===== src/rtl/ring_arb_pkg.sv =====
// Shared types and helpers for the ring arbiter.
// Provides the FSM state enum and the ring wrap-increment used for handoff.
package ring_arb_pkg;

    typedef enum logic {
        IDLE  = 1'b0,
        GRANT = 1'b1
    } state_t;

    // Next index around the ring: i -> i+1, n-1 -> 0.
    function automatic int unsigned wrap_inc(
        input int unsigned i,
        input int unsigned n
    );
        return (i == n - 1) ? 0 : i + 1;
    endfunction

endpackage


===== src/rtl/ring_arbiter_if.sv =====
// Request/grant bundle between requesters (master) and the arbiter (slave).
// Ports: en, req[N], done toward the arbiter; gnt[N], gnt_id, gnt_valid, timeout back.
interface ring_arbiter_if #(
    parameter int N = 7
) ();
    localparam int W = $clog2(N);

    logic         en;
    logic [N-1:0] req;
    logic         done;
    logic [N-1:0] gnt;
    logic [W-1:0] gnt_id;
    logic         gnt_valid;
    logic         timeout;

    modport master (
        output en, req, done,
        input  gnt, gnt_id, gnt_valid, timeout
    );

    modport slave (
        input  en, req, done,
        output gnt, gnt_id, gnt_valid, timeout
    );
endinterface


===== src/rtl/ring_arbiter_rr_pick.sv =====
// Combinational round-robin pick: first set req bit scanning from ptr upward.
// Ports: req[N], ptr[W] in; found, idx[W] out.
module rr_pick #(
    parameter int N = 7,
    localparam int W = $clog2(N)
) (
    input  logic [N-1:0] req,
    input  logic [W-1:0] ptr,
    output logic         found,
    output logic [W-1:0] idx
);
    localparam logic [W:0] NV = (W+1)'(N);

    logic [2*N-1:0] dbl;
    logic [W-1:0]   off;
    logic [W:0]     sum;

    // Rotating the doubled vector puts ptr at bit 0, so the wrap is free.
    assign dbl = {req, req} >> ptr;

    always_comb begin
        found = 1'b0;
        off   = '0;
        for (int k = N - 1; k >= 0; k--) begin
            if (dbl[k]) begin
                found = 1'b1;
                off   = W'(k);
            end
        end
    end

    assign sum = {1'b0, ptr} + {1'b0, off};
    assign idx = (sum >= NV) ? W'(sum - NV) : W'(sum);
endmodule


===== src/rtl/ring_arbiter.sv =====
// Round-robin arbiter with a hold limit; one registered one-hot grant at a time.
// Ports: clock, reset (sync, active-high), bus (ring_arbiter_if.slave).
module ring_arbiter
    import ring_arb_pkg::*;
#(
    parameter int N       = 7,
    parameter int MAXHOLD = 8,
    localparam int W      = $clog2(N)
) (
    input  logic          clock,
    input  logic          reset,
    ring_arbiter_if.slave bus
);
    localparam int CW = (MAXHOLD < 2) ? 1 : $clog2(MAXHOLD);

    state_t         state;
    logic [W-1:0]   ptr;
    logic [CW-1:0]  cnt;
    logic [W-1:0]   ptr_next;
    logic [W-1:0]   pick_ptr;
    logic           found;
    logic [W-1:0]   idx;
    logic           limit;
    logic           rel;

    assign limit    = (MAXHOLD > 0) && (cnt == CW'(MAXHOLD - 1));
    assign rel      = (state == GRANT) && (bus.done || limit);
    assign ptr_next = W'(wrap_inc(32'(bus.gnt_id), unsigned'(N)));

    // A releasing grant searches from the successor, an idle one from ptr.
    assign pick_ptr = (state == GRANT) ? ptr_next : ptr;

    rr_pick #(.N(N)) u_pick (
        .req   (bus.req),
        .ptr   (pick_ptr),
        .found (found),
        .idx   (idx)
    );

    always_ff @(posedge clock) begin
        if (reset) begin
            state         <= IDLE;
            ptr           <= '0;
            cnt           <= '0;
            bus.gnt       <= '0;
            bus.gnt_id    <= '0;
            bus.gnt_valid <= 1'b0;
            bus.timeout   <= 1'b0;
        end else if (!bus.en) begin
            bus.timeout   <= 1'b0;
        end else begin
            bus.timeout   <= 1'b0;
            unique case (state)
                IDLE: begin
                    if (found) begin
                        state         <= GRANT;
                        bus.gnt       <= {{(N-1){1'b0}}, 1'b1} << idx;
                        bus.gnt_id    <= idx;
                        bus.gnt_valid <= 1'b1;
                        cnt           <= '0;
                    end
                end
                GRANT: begin
                    if (rel) begin
                        ptr         <= ptr_next;
                        cnt         <= '0;
                        // done beats the limit when both land together
                        bus.timeout <= !bus.done;
                        if (found) begin
                            bus.gnt    <= {{(N-1){1'b0}}, 1'b1} << idx;
                            bus.gnt_id <= idx;
                        end else begin
                            state         <= IDLE;
                            bus.gnt       <= '0;
                            bus.gnt_valid <= 1'b0;
                        end
                    end else begin
                        cnt <= cnt + 1'b1;
                    end
                end
                default: state <= IDLE;
            endcase
        end
    end
endmodule


===== src/flat_wrapper.sv =====
// flat-port wrapper written by rule: the top's interface ports become plain ports
module ring_arbiter_flat import ring_arb_pkg::*;
#(
    parameter int N       = 7,
    parameter int MAXHOLD = 8,
    localparam int W      = $clog2(N)
)
  (clock, reset, bus_en, bus_req, bus_done, bus_gnt, bus_gnt_id, bus_gnt_valid, bus_timeout);
  ring_arbiter_if #(.N(N)) bus_i ();
  input  logic clock;
  input  logic reset;
  input wire logic [$bits(bus_i.en)-1:0] bus_en;
  input wire logic [$bits(bus_i.req)-1:0] bus_req;
  input wire logic [$bits(bus_i.done)-1:0] bus_done;
  output wire logic [$bits(bus_i.gnt)-1:0] bus_gnt;
  output wire logic [$bits(bus_i.gnt_id)-1:0] bus_gnt_id;
  output wire logic [$bits(bus_i.gnt_valid)-1:0] bus_gnt_valid;
  output wire logic [$bits(bus_i.timeout)-1:0] bus_timeout;
  assign bus_i.en = bus_en;
  assign bus_i.req = bus_req;
  assign bus_i.done = bus_done;
  assign bus_gnt = bus_i.gnt;
  assign bus_gnt_id = bus_i.gnt_id;
  assign bus_gnt_valid = bus_i.gnt_valid;
  assign bus_timeout = bus_i.timeout;
  ring_arbiter #(.N(N), .MAXHOLD(MAXHOLD)) u_core (.clock(clock), .reset(reset), .bus(bus_i));
endmodule

===== config.mk =====
export PLATFORM = sky130hd
export DESIGN_NAME = ring_arbiter_flat
export DESIGN_NICKNAME = d
export VERILOG_FILES = /design/src/rtl/ring_arb_pkg.sv /design/src/rtl/ring_arbiter_if.sv /design/src/rtl/ring_arbiter_rr_pick.sv /design/src/rtl/ring_arbiter.sv /design/src/flat_wrapper.sv
export SDC_FILE = /design/constraint.sdc
export NUM_CORES = 1
export LEC_CHECK = 0
export BUFFER_PORTS_ARGS = -buffer_cell sky130_fd_sc_hd__buf_2
export CAP_MARGIN = 20
export CORE_ASPECT_RATIO = 2
export CORE_MARGIN = 2
export CORE_UTILIZATION = 45
export CTS_BUF_LIST = sky130_fd_sc_hd__clkbuf_16
export CTS_CLUSTER_SIZE = 30
export DETAILED_ROUTE_END_ITERATION = 8
export PLACE_DENSITY = 0.76
export SYNTH_ARGS = -nofsm -noshare
export SYNTH_HDL_FRONTEND = slang
export SYNTH_SLANG_ARGS = --single-unit

===== constraint.sdc =====
create_clock -name clock -period 13 [get_ports clock]
set_input_delay 0.65 -clock clock [delete_from_list [all_inputs] [get_ports clock]]
set_output_delay 0.65 -clock clock [all_outputs]
set_load 0.01 [all_outputs]

==> impl_metrics.tcl, run 1 <==
set metrics [dict create \
    hold_viol 0 \
    cp.depth 15 \
    hold_path_class "register to register" \
    critPathTopFamily "compound AO/OA/AOI/OAI gates" \
    worst_path_max_delay_cell "dfxtp_1" \
    routed_wl_um 4320 \
    arrival_ns 4.97 \
    p_int_uw 153 \
    fin_skew_ns 0.00295 \
    rsz0062_at_grt "false" \
    ant_nets 0 \
    diodes 0 \
    core_area_um2 3650 \
    clk_pin_slew_worst_paths_ns 0.05 \
    final.setup.worst_slack_ns 8.17 \
    final.setup.tns_ns 0 \
    gp_congestion 1.01 \
    final_core_util 0.518 \
    synthTopCellsByArea "dfxtp_1, a21oi_1, ha_1" \
    cts_buffers 3 \
    ys_warn_count 0 \
    mappedNetlistArea_um2 1710 \
    drtIter0Drc 41 \
    synth_compound_area_frac 0.436 \
    slowest_delay_ns 0.51 \
    dr_total_vias 1682 \
    grt_max_degree 26 \
    setup_violations 0 \
    post_cts_buffers 0 \
    crit_path_end_kind "register" \
    io_pins 23 \
    power_density_nw_per_um2 132 \
    synthAdderAreaFrac 0.0556 \
    die_width_um 47.6 \
    async_flop_share 0 \
    crit_fanout 15 \
    r2r_cells 15 \
    firstDrtPassIters 4 \
    initial_utilization 0.469 \
    synth_flop_cell "dfxtp_1" \
    cp.required_ns 13.14 \
    synthXorXnorAreaFrac 0.0154 \
    avgRoutedWirePerCell_um 15.9 \
    max_freq_ghz 0.207 \
    pwr-share-clk 0.248 \
    clk_latency_ns 0.25 \
    synth_top_family_by_area "compound AO/OA/AOI/OAI gates" \
    p_sw_frac 0.387 \
    tightest_slew_ns 0.725 \
    nFillCells 382 \
    whs_path_depth 1 \
    htree_levels 1 \
    grt_pass1_wl_um 7040 \
    leakagePower_nw 0.773 \
    synthMuxAreaShare 0.0447 \
    antenna_found_initial 0 \
    clock_path_buffers 2 \
    via_per_inst 6.18 \
    fin_crit_ns 4.83 \
    synth_seq_cells 19 \
    p_seq_frac 0.303 \
    cp_num_buf_inv 1 \
    yosysSeqAreaShare 0.223 \
    placementRows 31 \
    start_kind "register" \
    drc 0 \
    die_area_um2 4340 \
    slew_viol_final 0 \
    port_buffers 22 \
    grt_pass1_vias 1578 \
    die_h_um 91.2 \
    post-place-ws_ns 8.26 \
    tritoncts "yes" \
    yosys.area_share.simple 0.162 \
    synth_nets 230 \
    drive_gt1_frac 0.197 \
    cts_sinks 19 \
    dp_hpwl_um 3370 \
    postCtsHoldBufs 0 \
    synthDistinctLibCells 63 \
    comb_power_share 0.449 \
    synth_cells 212 \
    maxCapViolCount 0 \
    grt_usage 0.213 \
    overflow 0 \
    syn2layout_area_growth_pct 10.5 \
    fin_nets 242 \
    cts_root_buf "clkbuf_16" \
    relSlewSlack 0.514 \
    critical_path_class "register to register" \
    synth_top_area_frac 0.223 \
    avgSynthCellArea_um2 8.06 \
    switchingPower_uw 96.3 \
    synth-edff-count 0 \
    cts_resized 0 \
    yosysTopAreaCell "dfxtp_1" \
    status "completed" \
    path_cells "or3b_1 > a31o_1 > inv_1 > mux4_2 > o221ai_1 > a21oi_1 > a211oi_1 > mux2_2 > ha_1 > fa_1 > ha_1 > a21oi_1 > mux2_2 > and3_1 > a22o_1" \
    finalCritPeriodShare 0.372 \
    ir_drop_mv 0.0992 \
]
power by group through the flow:
stage,logic [mW],clock network (mW),registers [mW]
floorplan,0.0866,0,0.0765
global placement,0.109,0,0.0765
detailed placement,0.111,0,0.0764
CTS,0.111,0.0634,0.0752
global route,0.125,0.0645,0.0762
finish,0.112,0.0618,0.0754
worst paths after layout:
check                                         start                              to  slack [ns]
hold reg to reg      u_core.bus.gnt[5]$_SDFFE_PP0P_  u_core.bus.gnt[5]$_SDFFE_PP0P_        0.46
setup reg to reg  u_core.bus.gnt_id[1]$_SDFFE_PP0P_  u_core.bus.gnt[3]$_SDFFE_PP0P_        8.17
hold / removal       u_core.bus.gnt[5]$_SDFFE_PP0P_  u_core.bus.gnt[5]$_SDFFE_PP0P_        0.46
setup / recovery  u_core.bus.gnt_id[1]$_SDFFE_PP0P_  u_core.bus.gnt[3]$_SDFFE_PP0P_        8.17
area by class of cell:
| type | count | area, um2 | share of cell area |
|---|---|---|---|
| clock inverters | 1 | 3.75 | 0.00199 |
| flip-flops and latches | 19 | 380 | 0.201 |
| clock buffers | 3 | 75.1 | 0.0398 |
| repair buffers | 22 | 110 | 0.0583 |
| inverters | 10 | 37.5 | 0.0199 |
| multi-input cells | 168 | 1220 | 0.646 |
| well taps | 49 | 61.3 | 0.0325 |
through the flow:
| stage | cell area, um2 | hold WS, ns | std cells | power [mW] |
|---|---|---|---|---|
| finish | 1890 | 0.458 | 272 | 0.249 |
| global route | 1890 | 0.468 | 272 | 0.265 |
| CTS | 1890 | 0.464 | 272 | 0.250 |
| detailed placement | 1810 | 0.451 | 268 | 0.187 |
| global placement | 1810 | 0.450 | 268 | 0.185 |
| floorplan | 1710 | 0.454 | 212 | 0.163 |
cells in the mapped netlist (all sizes together), types with 2 or more instances:
cell type	instances
a2111o	2
a2111oi	5
a211o	2
a211oi	9
a21boi	2
a21o	4
a21oi	29
a22o	2
a22oi	2
a31o	3
a32o	6
a41oi	2
and2	2
and3	2
buf	6
clkbuf	9
dfxtp	19
ha	6
inv	10
mux2	3
mux2i	2
nand2	14
nand2b	6
nand3	3
nor2	13
nor2b	2
nor3	4
nor3b	2
nor4	2
o211a	2
o211ai	6
o21ai	12
or2	2
xor2	2
layout by cell type (no fill, tap or decap), types with 5 or more instances in the layout:
cell type	count
a211oi_1	9
a21oi_1	27
a32o_1	6
buf_2	22
dfxtp_1	19
ha_1	6
inv_1	9
nand2_1	14
nand2b_1	6
nor2_1	12
o211ai_1	5
o21ai_0	7
o21ai_1	5
flip-flops by register name, indices dropped and copies added (netlist names):
register              flops
u_core.bus.timeout        1
u_core.bus.gnt            7
u_core.cnt                3
u_core.bus.gnt_id         3
u_core.bus.gnt_valid      1
u_core.ptr                3
u_core.state              1
layer usage:
layer  track usage  vias up  part of all wire
li1              -      844                 -
met1         0.229      768              0.38
met2         0.380       55              0.55
met3        0.0199       15             0.038
met4         0.101        0             0.035
met5             0        -                 0
cells by family (layout without fill, tap and decap cells):
logic type      count (synthesis)  after routing
mux                             6              6
flops                          19             19
fa+ha+maj                       7              7
compound gates                 97             97
xor+xnor                        3              3
simple gates                   55             55
buf+inv                        25             36
Note: power is estimated with default switching activity, not from simulation.
==> run 2: changes to the inputs <==
ABC_AREA = 1   (was default)
PLACE_DENSITY = 0.79   (was 0.76)
clock period = 4 ns   (was 13 ns; I/O delays follow)
==> impl_metrics.tcl, run 2 <==
set metrics [dict create \
    status "completed" \
    path_cells "nand2_2 > nand3_4 > nand2_8 > nand2_2 > nand2_1 > nand2_1 > nand3_1 > nand2_2 > nand3_1 > nand2_1 > nand2_1 > a21boi_0 > ha_1 > fa_1 > ha_1 > nand2_1 > nand2_1 > xnor2_1 > inv_1 > nand2_1 > nor2_1 > o2111ai_1 > a21oi_2" \
    async_flop_share 0 \
    finalCritPeriodShare 0.898 \
    cp.required_ns 4.19 \
    hold_path_class "primary input to register" \
    maxCapViolCount 0 \
    critical_path_class "register to register" \
    synth_seq_cells 19 \
    cp_num_buf_inv 1 \
    hold_viol 0 \
    avgSynthCellArea_um2 7.07 \
    antenna_found_initial 0 \
    slew_viol_final 0 \
    critPathTopFamily "simple AND/OR/NAND/NOR gates" \
    synthDistinctLibCells 36 \
    worst_path_most_repeated_cell "nand2_1" \
    firstDrtPassIters 5 \
    synth_cells 220 \
    overflow 0 \
    mappedNetlistArea_um2 1560 \
    worst_path_max_delay_cell "fa_1" \
    final_cell_mix "nand2_1, nand3_1, buf_2" \
    avgRoutedWirePerCell_um 12.9 \
    synth_common_cells "nand2_1, nand3_1, nand2_2, dfxtp_1, inv_1" \
    htree_levels 1 \
    power_density_nw_per_um2 439 \
    syn2layout_area_growth_pct 13.4 \
    largest_reg_flops 7 \
    synth-edff-count 0 \
    diodes 0 \
    die_width_um 45.6 \
    postCtsHoldBufs 0 \
    initial_utilization 0.466 \
    dr_total_vias 1552 \
    post_dp_cell_area_um2 1680 \
    arrival_ns 3.78 \
    crit_path_end_kind "register" \
    port_buffers 22 \
    grt_usage 0.198 \
    synth.most_common_cell "nand2_1" \
    cts_buffers 3 \
    ir_drop_mv 0.399 \
    drive_gt1_frac 0.296 \
    fin_nets 262 \
    synth_nets 238 \
    tritoncts "yes" \
    cts_sinks 19 \
    die_area_um2 3970 \
    tightest_slew_ns 0.398 \
    routed_wl_um 3560 \
    fin_hold_ws_ns 0.117 \
    final_area_um2 1760 \
    grt_max_degree 11 \
    gp_congestion 0.945 \
    placementRows 30 \
    fin_crit_ns 3.59 \
    clk_pin_slew_worst_paths_ns 0.05 \
    clock_path_buffers 2 \
    core_area_um2 3340 \
    die_h_um 87.1 \
    leakagePower_nw 0.876 \
    layout_commonest_cell "nand2_1" \
    fin_skew_ns 0.00471 \
    synthTopCellsByArea "dfxtp_1, nand2_1, nand2_2" \
    slowest_delay_ns 0.45 \
    ys_warn_count 0 \
    post_cts_buffers 0 \
    start_kind "register" \
    yosysSeqAreaShare 0.245 \
    max_freq_ghz 0.278 \
    grt_pass1_vias 1394 \
    nFillCells 342 \
    dp_hpwl_um 2840 \
    regMostFlops "u_core.bus.gnt" \
    crit_fanout 8 \
    cts_root_buf "clkbuf_16" \
    ant_nets 0 \
    drc 0 \
    rsz0062_at_grt "false" \
    grt_pass1_wl_um 5920 \
    io_pins 23 \
    via_per_inst 5.64 \
    synth_top_area_frac 0.245 \
    clk_latency_ns 0.25 \
    relSlewSlack 0.734 \
    drtIter0Drc 48 \
    yosysTopAreaCell "dfxtp_1" \
    synth_flop_cell "dfxtp_1" \
    setup_violations 0 \
    final.setup.tns_ns 0 \
]
-- run 2: cell count changes after synthesis, moves of 4 or more --
cell / change
o211ai_1: -5
nand2_4: +4
nand2b_1: -5
nand3_1: +23
nor2_1: +6
clkbuf_1: -9
nand2_2: +21
a21oi_1: -16
a32o_1: -6
nand2_1: +32
a211oi_1: -9
inv_1: +11
-- run 2: layout make-up --
cell class                      count  area [um2]  share of cell area
Clock buffer                        3        75.1              0.0426
Sequential cell                    19         382               0.216
Timing Repair Buffer               22         110              0.0625
Tap cell                           32        40.0              0.0227
Clock inverter                      1        3.75             0.00213
Inverter                           21        83.8              0.0476
Multi-Input combinational cell    177        1070               0.606
-- run 2: routing by layer --
metal,vias up,GRT usage,routed length (um),part of all wire
met5,-,0,0,0
met4,0,0.0989,93,0.026
met3,8,0.0145,150,0.042
met2,49,0.374,1980,0.56
met1,715,0.199,1340,0.38
li1,780,-,-,-
-- run 2: report_power, final --
part | switching, mW | leakage [nW] | internal (mW)
Sequential | 0.0157 | 0.156 | 0.209
Clock | 0.0709 | 0.0423 | 0.133
Combinational | 0.223 | 0.677 | 0.122
Total | 0.310 | 0.876 | 0.464
-- run 2: worst paths after layout --
| check | start | cells past startpoint | endpoint | slack, ns |
|---|---|---|---|---|
| hold / removal | bus_done | 2 | u_core.bus.timeout$_SDFF_PP0_ | 0.12 |
| setup reg to reg | u_core.bus.gnt_id[2]$_SDFFE_PP0P_ | 23 | u_core.bus.gnt[5]$_SDFFE_PP0P_ | 0.41 |
| hold reg to reg | u_core.bus.gnt[1]$_SDFFE_PP0P_ | 2 | u_core.bus.gnt[1]$_SDFFE_PP0P_ | 0.46 |
| setup / recovery | u_core.bus.gnt_id[2]$_SDFFE_PP0P_ | 23 | u_core.bus.gnt[5]$_SDFFE_PP0P_ | 0.41 |
-- run 2: logic make-up (layout without fill, tap and decap cells) --
logic type | Yosys count | after routing | synth area share
buffers and inverters | 24 | 47 | 0.0708
xor gates and xnor gates | 2 | 2 | 0.0113
and+or+nand+nor | 132 | 132 | 0.458
adders and majority gates | 7 | 7 | 0.0611
DFF | 19 | 19 | 0.245
AOI/OAI and AO/OA | 36 | 36 | 0.154
-- run 2: through the flow --
step	setup slack [ns]	util	std cells	power (mW)
2_1_floorplan	0.734	-	220	0.493
3_3_place_gp	0.182	0.503	271	0.561
3_5_place_dp	0.169	0.503	271	0.562
4_1_cts	0.0975	0.526	275	0.767
5_1_grt	0.0760	0.528	275	0.829
6_report	0.409	0.528	275	0.774
-- run 2: what timing repair did --
action                                  in CTS  in global routing
endpoints found under the hold margin        0                  0
endpoints found under the setup margin       0                  8
resized for setup                            0                  3
